## config.mk

```make
export PLATFORM = sky130hd
export DESIGN_NAME = mem_arbiter_flat
export DESIGN_NICKNAME = d
export VERILOG_FILES = /design/src/rtl/mem_arbiter_if.sv /design/src/rtl/mem_arbiter.sv /design/src/flat_wrapper.sv
export SDC_FILE = /design/constraint.sdc
export NUM_CORES = 1
export LEC_CHECK = 0
export CAP_MARGIN = 20
export CORE_UTILIZATION = 38
export CTS_CLUSTER_SIZE = 8
export DETAILED_ROUTE_END_ITERATION = 10
export GPL_TIMING_DRIVEN = 0
export PLACE_DENSITY = 0.82
export SYNTH_ARGS = -nofsm -noshare
export SYNTH_HDL_FRONTEND = slang
export SYNTH_SLANG_ARGS = --single-unit
```

## constraint.sdc

```tcl
create_clock -name CLK -period 1.5 [get_ports CLK]
set_input_delay 0.15 -clock CLK [delete_from_list [all_inputs] [get_ports CLK]]
set_output_delay 0.15 -clock CLK [all_outputs]
set_load 0.01 [all_outputs]
```

## src/rtl/mem_arbiter_if.sv

```systemverilog
// Bus bundle between the fetch/data requesters, the memory and the arbiter.
// The slave modport is the arbiter's view; master is the surrounding environment.
interface mem_arbiter_if #(
    parameter int ADDR_W = 16,
    parameter int DATA_W = 32
);
    // Requests are level handshakes: a requester raises REQ with its fields
    // stable, sees a one-cycle GNT on acceptance, and holds until its one-cycle
    // VALID; MEM_READY completes the active memory access in that cycle.
    logic              IF_REQ;
    logic [ADDR_W-1:0] IF_ADDR;
    logic              IF_GNT;
    logic              IF_VALID;
    logic [DATA_W-1:0] IF_RDATA;

    logic              DM_REQ;
    logic              DM_WE;
    logic [ADDR_W-1:0] DM_ADDR;
    logic [DATA_W-1:0] DM_WDATA;
    logic              DM_GNT;
    logic              DM_VALID;
    logic [DATA_W-1:0] DM_RDATA;

    logic              MEM_EN;
    logic              MEM_WE;
    logic [ADDR_W-1:0] MEM_ADDR;
    logic [DATA_W-1:0] MEM_WDATA;
    logic [DATA_W-1:0] MEM_RDATA;
    logic              MEM_READY;

    logic              ERR;

    modport slave (
        input  IF_REQ, IF_ADDR, DM_REQ, DM_WE, DM_ADDR, DM_WDATA, MEM_RDATA, MEM_READY,
        output IF_GNT, IF_VALID, IF_RDATA, DM_GNT, DM_VALID, DM_RDATA,
               MEM_EN, MEM_WE, MEM_ADDR, MEM_WDATA, ERR
    );

    modport master (
        output IF_REQ, IF_ADDR, DM_REQ, DM_WE, DM_ADDR, DM_WDATA, MEM_RDATA, MEM_READY,
        input  IF_GNT, IF_VALID, IF_RDATA, DM_GNT, DM_VALID, DM_RDATA,
               MEM_EN, MEM_WE, MEM_ADDR, MEM_WDATA, ERR
    );
endinterface

```

## src/rtl/mem_arbiter.sv

```systemverilog
// Round-robin arbiter sharing one memory port between instruction fetch and data.
// Define MEM_ARBITER_TIMEOUT_EN to abort accesses that wait TO_CYC cycles for MEM_READY.
module mem_arbiter #(
    parameter int ADDR_W = 16,
    parameter int DATA_W = 32,
    parameter int TO_CYC = 255
) (
    input  logic         CLK,
    input  logic         RST_N,
    mem_arbiter_if.slave bus,
    output logic [1:0]   dbg_state
);

    typedef enum logic [1:0] {
        S_IDLE    = 2'd0,
        S_BUSY_IF = 2'd1,
        S_BUSY_DM = 2'd2,
        S_DONE    = 2'd3
    } state_t;

    state_t            state_q, state_d;
    logic              last_dm_q, last_dm_d;
    logic              if_gnt_q, if_gnt_d, dm_gnt_q, dm_gnt_d;
    logic              if_valid_q, if_valid_d, dm_valid_q, dm_valid_d;
    logic              err_q, err_d;
    logic              mem_en_q, mem_en_d, mem_we_q, mem_we_d;
    logic [ADDR_W-1:0] mem_addr_q, mem_addr_d;
    logic [DATA_W-1:0] mem_wdata_q, mem_wdata_d;
    logic [DATA_W-1:0] if_rdata_q, if_rdata_d, dm_rdata_q, dm_rdata_d;
    logic              grant_if, grant_dm, busy, to_hit;

    // Fetch wins a tie unless it was the last one served.
    assign grant_if = bus.IF_REQ && (!bus.DM_REQ || last_dm_q);
    assign grant_dm = bus.DM_REQ && !grant_if;
    assign busy     = (state_q == S_BUSY_IF) || (state_q == S_BUSY_DM);

`ifdef MEM_ARBITER_TIMEOUT_EN
    localparam int CNT_W = (TO_CYC > 1) ? $clog2(TO_CYC) : 1;
    logic [CNT_W-1:0] to_cnt_q, to_cnt_d;

    always_ff @(posedge CLK or negedge RST_N) begin
        if (!RST_N) to_cnt_q <= '0;
        else        to_cnt_q <= to_cnt_d;
    end

    always_comb begin
        to_cnt_d = to_cnt_q;
        if (state_q == S_IDLE)           to_cnt_d = '0;
        else if (busy && !bus.MEM_READY) to_cnt_d = to_cnt_q + 1'b1;
    end

    assign to_hit = busy && !bus.MEM_READY && (to_cnt_q == CNT_W'(TO_CYC - 1));
`else
    assign to_hit = 1'b0;
`endif

    // State and every output are registered together.
    always_ff @(posedge CLK or negedge RST_N) begin
        if (!RST_N) begin
            state_q     <= S_IDLE;
            last_dm_q   <= 1'b1;
            if_gnt_q    <= 1'b0;
            dm_gnt_q    <= 1'b0;
            if_valid_q  <= 1'b0;
            dm_valid_q  <= 1'b0;
            err_q       <= 1'b0;
            mem_en_q    <= 1'b0;
            mem_we_q    <= 1'b0;
            mem_addr_q  <= '0;
            mem_wdata_q <= '0;
            if_rdata_q  <= '0;
            dm_rdata_q  <= '0;
        end else begin
            state_q     <= state_d;
            last_dm_q   <= last_dm_d;
            if_gnt_q    <= if_gnt_d;
            dm_gnt_q    <= dm_gnt_d;
            if_valid_q  <= if_valid_d;
            dm_valid_q  <= dm_valid_d;
            err_q       <= err_d;
            mem_en_q    <= mem_en_d;
            mem_we_q    <= mem_we_d;
            mem_addr_q  <= mem_addr_d;
            mem_wdata_q <= mem_wdata_d;
            if_rdata_q  <= if_rdata_d;
            dm_rdata_q  <= dm_rdata_d;
        end
    end

    always_comb begin
        state_d = state_q;
        case (state_q)
            S_IDLE: begin
                if (grant_if)      state_d = S_BUSY_IF;
                else if (grant_dm) state_d = S_BUSY_DM;
            end
            S_BUSY_IF, S_BUSY_DM: begin
                if (bus.MEM_READY || to_hit) state_d = S_DONE;
            end
            default: state_d = S_IDLE;
        endcase
    end

    always_comb begin
        if_gnt_d    = 1'b0;
        dm_gnt_d    = 1'b0;
        if_valid_d  = 1'b0;
        dm_valid_d  = 1'b0;
        err_d       = 1'b0;
        last_dm_d   = last_dm_q;
        mem_en_d    = mem_en_q;
        mem_we_d    = mem_we_q;
        mem_addr_d  = mem_addr_q;
        mem_wdata_d = mem_wdata_q;
        if_rdata_d  = if_rdata_q;
        dm_rdata_d  = dm_rdata_q;
        case (state_q)
            S_IDLE: begin
                if (grant_if) begin
                    if_gnt_d    = 1'b1;
                    last_dm_d   = 1'b0;
                    mem_en_d    = 1'b1;
                    mem_we_d    = 1'b0;
                    mem_addr_d  = bus.IF_ADDR;
                    mem_wdata_d = '0;
                end else if (grant_dm) begin
                    dm_gnt_d    = 1'b1;
                    last_dm_d   = 1'b1;
                    mem_en_d    = 1'b1;
                    mem_we_d    = bus.DM_WE;
                    mem_addr_d  = bus.DM_ADDR;
                    mem_wdata_d = bus.DM_WDATA;
                end
            end
            S_BUSY_IF: begin
                if (bus.MEM_READY || to_hit) begin
                    if_valid_d = 1'b1;
                    err_d      = !bus.MEM_READY;
                    mem_en_d   = 1'b0;
                    mem_we_d   = 1'b0;
                    if (bus.MEM_READY) if_rdata_d = bus.MEM_RDATA;
                end
            end
            S_BUSY_DM: begin
                if (bus.MEM_READY || to_hit) begin
                    dm_valid_d = 1'b1;
                    err_d      = !bus.MEM_READY;
                    mem_en_d   = 1'b0;
                    mem_we_d   = 1'b0;
                    // Writes leave the last read word visible.
                    if (bus.MEM_READY && !mem_we_q) dm_rdata_d = bus.MEM_RDATA;
                end
            end
            default: ;
        endcase
    end

    assign bus.IF_GNT    = if_gnt_q;
    assign bus.IF_VALID  = if_valid_q;
    assign bus.IF_RDATA  = if_rdata_q;
    assign bus.DM_GNT    = dm_gnt_q;
    assign bus.DM_VALID  = dm_valid_q;
    assign bus.DM_RDATA  = dm_rdata_q;
    assign bus.MEM_EN    = mem_en_q;
    assign bus.MEM_WE    = mem_we_q;
    assign bus.MEM_ADDR  = mem_addr_q;
    assign bus.MEM_WDATA = mem_wdata_q;
    assign bus.ERR       = err_q;
    assign dbg_state     = state_q;

endmodule
```

## src/flat_wrapper.sv

```systemverilog
// flat-port wrapper written by rule: the top's interface ports become plain ports
module mem_arbiter_flat 
#(
    parameter int ADDR_W = 16,
    parameter int DATA_W = 32,
    parameter int TO_CYC = 255
)
  (CLK, RST_N, dbg_state, bus_IF_REQ, bus_IF_ADDR, bus_DM_REQ, bus_DM_WE, bus_DM_ADDR, bus_DM_WDATA, bus_MEM_RDATA, bus_MEM_READY, bus_IF_GNT, bus_IF_VALID, bus_IF_RDATA, bus_DM_GNT, bus_DM_VALID, bus_DM_RDATA, bus_MEM_EN, bus_MEM_WE, bus_MEM_ADDR, bus_MEM_WDATA, bus_ERR);
  mem_arbiter_if #(.ADDR_W(ADDR_W), .DATA_W(DATA_W)) bus_i ();
  input  logic CLK;
  input  logic RST_N;
  output logic [1:0] dbg_state;
  input wire logic [$bits(bus_i.IF_REQ)-1:0] bus_IF_REQ;
  input wire logic [$bits(bus_i.IF_ADDR)-1:0] bus_IF_ADDR;
  input wire logic [$bits(bus_i.DM_REQ)-1:0] bus_DM_REQ;
  input wire logic [$bits(bus_i.DM_WE)-1:0] bus_DM_WE;
  input wire logic [$bits(bus_i.DM_ADDR)-1:0] bus_DM_ADDR;
  input wire logic [$bits(bus_i.DM_WDATA)-1:0] bus_DM_WDATA;
  input wire logic [$bits(bus_i.MEM_RDATA)-1:0] bus_MEM_RDATA;
  input wire logic [$bits(bus_i.MEM_READY)-1:0] bus_MEM_READY;
  output wire logic [$bits(bus_i.IF_GNT)-1:0] bus_IF_GNT;
  output wire logic [$bits(bus_i.IF_VALID)-1:0] bus_IF_VALID;
  output wire logic [$bits(bus_i.IF_RDATA)-1:0] bus_IF_RDATA;
  output wire logic [$bits(bus_i.DM_GNT)-1:0] bus_DM_GNT;
  output wire logic [$bits(bus_i.DM_VALID)-1:0] bus_DM_VALID;
  output wire logic [$bits(bus_i.DM_RDATA)-1:0] bus_DM_RDATA;
  output wire logic [$bits(bus_i.MEM_EN)-1:0] bus_MEM_EN;
  output wire logic [$bits(bus_i.MEM_WE)-1:0] bus_MEM_WE;
  output wire logic [$bits(bus_i.MEM_ADDR)-1:0] bus_MEM_ADDR;
  output wire logic [$bits(bus_i.MEM_WDATA)-1:0] bus_MEM_WDATA;
  output wire logic [$bits(bus_i.ERR)-1:0] bus_ERR;
  assign bus_i.IF_REQ = bus_IF_REQ;
  assign bus_i.IF_ADDR = bus_IF_ADDR;
  assign bus_i.DM_REQ = bus_DM_REQ;
  assign bus_i.DM_WE = bus_DM_WE;
  assign bus_i.DM_ADDR = bus_DM_ADDR;
  assign bus_i.DM_WDATA = bus_DM_WDATA;
  assign bus_i.MEM_RDATA = bus_MEM_RDATA;
  assign bus_i.MEM_READY = bus_MEM_READY;
  assign bus_IF_GNT = bus_i.IF_GNT;
  assign bus_IF_VALID = bus_i.IF_VALID;
  assign bus_IF_RDATA = bus_i.IF_RDATA;
  assign bus_DM_GNT = bus_i.DM_GNT;
  assign bus_DM_VALID = bus_i.DM_VALID;
  assign bus_DM_RDATA = bus_i.DM_RDATA;
  assign bus_MEM_EN = bus_i.MEM_EN;
  assign bus_MEM_WE = bus_i.MEM_WE;
  assign bus_MEM_ADDR = bus_i.MEM_ADDR;
  assign bus_MEM_WDATA = bus_i.MEM_WDATA;
  assign bus_ERR = bus_i.ERR;
  mem_arbiter #(.ADDR_W(ADDR_W), .DATA_W(DATA_W), .TO_CYC(TO_CYC)) u_core (.CLK(CLK), .RST_N(RST_N), .bus(bus_i), .dbg_state(dbg_state));
endmodule
```

==> impl_metrics.ini <==
[timing]
clock-skew-final_ps = 6.89
finalSetupTns_ps = -2730
fin_crit_sh_pct = 107
finalCriticalPeriod_ps = 1600
slew_headroom_pct = 61.6
slew_viol_final = 0
finalHoldViolations = 0
max_freq_mhz = 624
grt_setup_unrepaired = true
setup_ws_ps = -104
setup_viol_count_final = 35
max_slew.worst_pin.slew_ps = 576

[route]
viasPerCell = 4.99
drt_pass1_iterations = 5
avgRoutedWirePerCell_um = 19.0
drt-total-wl_mm = 14.9
vias = 3923
drtAntennaViolNets = 0
drcViolationCount = 0
drt_iter0_drc = 193

[min_path]
hold_path_class = input port to async pin

[global_route]
grt_pass1_vias = 4107
grt.met2_usage_pct = 36.6
grt_max_degree = 62
antenna_found_initial = 0
grt_remaining_overflow = 0
grt_pass1_wl_mm = 21.4
grt_use_met3_pct = 9.52
grt-busiest-layer = met2
grt_usage_pct = 21.4
use_met1_pct = 23.5

[yosys]
synth_commonest_cells = 120 x dfrtp_1, 34 x mux2_2, 33 x a22o_1
synth_top_area_share_pct = 61.2
avgSynthCellArea_sq_um = 14.5
syn_inst = 339
yosysMostFrequentCell = dfrtp_1
async_flop_share_pct = 100
synth.distinct_cells = 30
ys_seq_area_share_pct = 61.8
synthFlopType = dfrtp_1
syn-num-nets = 445
synth_edf_count = 0
synth_seq_cells = 121
netlist_top_cells_area = dfrtp_1 61%, mux2_4 9.8%, mux2_2 7.8%
netlist_area_sq_um = 4900
yosys.area.top_type = dfrtp_1
yosys_warnings = 0

[clocking]
clock_latency_ps = 410
numCtsBuffers = 17
clk_pin_slew_ps = 60
cts_tree = built
clock_sinks = 121
clk_path_buf_depth = 2
htree_levels = 4
root_buffer = clkbuf_16

[placed_design]
gp_congestion = 0.748
dp.cells = 733
io_buffers = 221
dp_hpwl_mm = 9.81

[floorplanning]
die_y_um = 116
io_pins = 223
die_w_um = 116
coreArea_sq_um = 12600
num_rows = 41
die-area_sq_um = 13400
start_util_pct = 38.9

[power_and_ir_drop]
switchingPower_mw = 5.80
p_seq_share_pct = 31.0
p_clk_share_pct = 23.5
swShare_pct = 31.5
finalPower_mw = 18.4
irDropWorstVdd_mv = 1.04
p_int_mw = 12.6
p_leak_nw = 4.66
power_frac_comb_pct = 45.5
power_density_nw_per_um2 = 2150

[critical_path]
worstPathArrival_ps = 1900
worstSetupEndpointType = flop
crit_required_ps = 1790
path_max_fanout = 8
start_kind = flop
criticalPathCategory = flop to flop

[outcome]
violations = setup timing
status = complete, but fails checks

[final_layout]
final_cells = 786
diodes = 0
syn_to_final_growth_pct = 75.1
drive_gt1_share_pct = 26.2
nets = 707

[flow_run]
maxCapViolCount = 0
-- flip-flops by register name (all words and copies together), names as in the netlist --
| name | cells |
|---|---|
| u_core.bus.IF_VALID | 1 |
| u_core.bus.DM_GNT | 1 |
| u_core.bus.DM_VALID | 1 |
| u_core.bus.DM_RDATA | 32 |
| u_core.bus.IF_RDATA | 32 |
| u_core.bus.IF_GNT | 1 |
| u_core.bus.MEM_EN | 1 |
| u_core.dbg_state | 2 |
| u_core.bus.MEM_ADDR | 16 |
| u_core.bus.MEM_WE | 1 |
| u_core.bus.MEM_WDATA | 32 |
| u_core.last_dm_q | 1 |
-- path summary, 6_finish.rpt --
check / cells past startpoint / slack (ps) / from / endpoint
worst max-delay path: 7 / -100 / u_core.dbg_state[0] / u_core.bus.DM_RDATA[14]
worst min-delay path: 2 / 300 / RST_N / u_core.bus.DM_RDATA[22]
worst max register to register: 7 / -100 / u_core.dbg_state[0] / u_core.bus.DM_RDATA[14]
worst min register to register: 1 / 490 / u_core.bus.MEM_WDATA[18] / u_core.bus.MEM_WDATA[18]
max in group asynchronous: 3 / 490 / RST_N / u_core.dbg_state[0]
min in group CLK: 3 / 300 / bus_DM_ADDR[15] / u_core.bus.MEM_ADDR[15]
-- kinds of logic after synthesis --
kind of cell	after synthesis	share of synthesized area, %
compound gates	90	13.1
fa+ha+maj	4	1.02
buf+inv	29	3.85
flops	121	61.8
mux	67	17.8
other cells	1	0.0765
simple gates	27	2.37
-- layout by cell type (no fill, tap or decap), types with 2 or more instances in the layout --
master           synthesis  routed
inv_1                    5       3
mux2_2                  34      34
o21ai_0                 11      11
clkbuf_2                 0       3
a22o_1                  33      33
clkbuf_16                0      21
mux2_4                  32      32
nand2_4                  0       2
nor2_1                  19      19
a31oi_1                 16      14
buf_4                    2      16
dlymetal6s2s_1           0      79
ha_2                     0       2
o21ai_1                  6       6
inv_6                    0       2
clkinv_2                 0       2
clkdlybuf4s50_1          0     131
a21o_1                   2       2
a21oi_1                 16      16
clkinvlp_4               0       2
inv_2                    0       2
buf_12                   0       6
buf_2                   10       4
a31oi_2                  0       2
bufinv_16                0       4
dlygate4sd2_1            0      10
clkinv_4                 0       4
dfrtp_1                120     119
buf_6                    8      10
buf_8                    0       2
-- power groups by stage --
stage / clock (mW) / sequential [mW] / combinational [mW]
2_1_floorplan: 0 / 6.33 / 3.19
4_1_cts: 4.39 / 5.71 / 8.16
3_5_place_dp: 0 / 5.73 / 7.99
5_1_grt: 4.58 / 5.85 / 8.96
6_report: 4.34 / 5.71 / 8.38
3_3_place_gp: 0 / 5.64 / 7.78
-- per-stage QoR --
stage	worst slack [ps]	instance area, sq um	util, %	hold slack (ps)
after floorplan	-40.7	4950	-	-146
after global placement	-4700	7380	58.4	485
after detailed placement	-279	7400	58.7	169
after CTS	-95.0	8120	64.3	286
after global routing	-153	8590	68.1	302
final	-104	8590	68.1	297
-- critical path, cell delays in order, from the launching register on --
cell and delay, ps:
dfrtp_2 430, inv_2 80, ha_2 160, and2_4 150, nand2b_4 60, buf_12 150
clkbuf_16 160, mux2_4 290
-- repair_timing --
item | CTS | global route
setup buffers | 4 | 9
resized for setup | 27 | 106
hold buffers | 1 | 0
hold endpoints to repair | 59 | 0
endpoints found under the setup margin | 97 | 166
cloned | 0 | 7
-- area by class of cell --
cell class                      instances  area (sq um)
Fill cell                             882          4030
Buffer                                 24           277
Sequential cell                       121          3030
Timing Repair Buffer                  243          2670
Inverter                                5          18.8
Multi-Input combinational cell        189          1750
Clock inverter                         14           198
Clock buffer                           18           429
Tap cell                              172           215
-- metal layers --
layer | vias up | wire length, um
met4 | 0 | 343
li1 | 1752 | -
met3 | 24 | 1240
met2 | 182 | 7590
met5 | - | 0
met1 | 1965 | 5750
No activity file was read; power rests on OpenSTA's default activity.
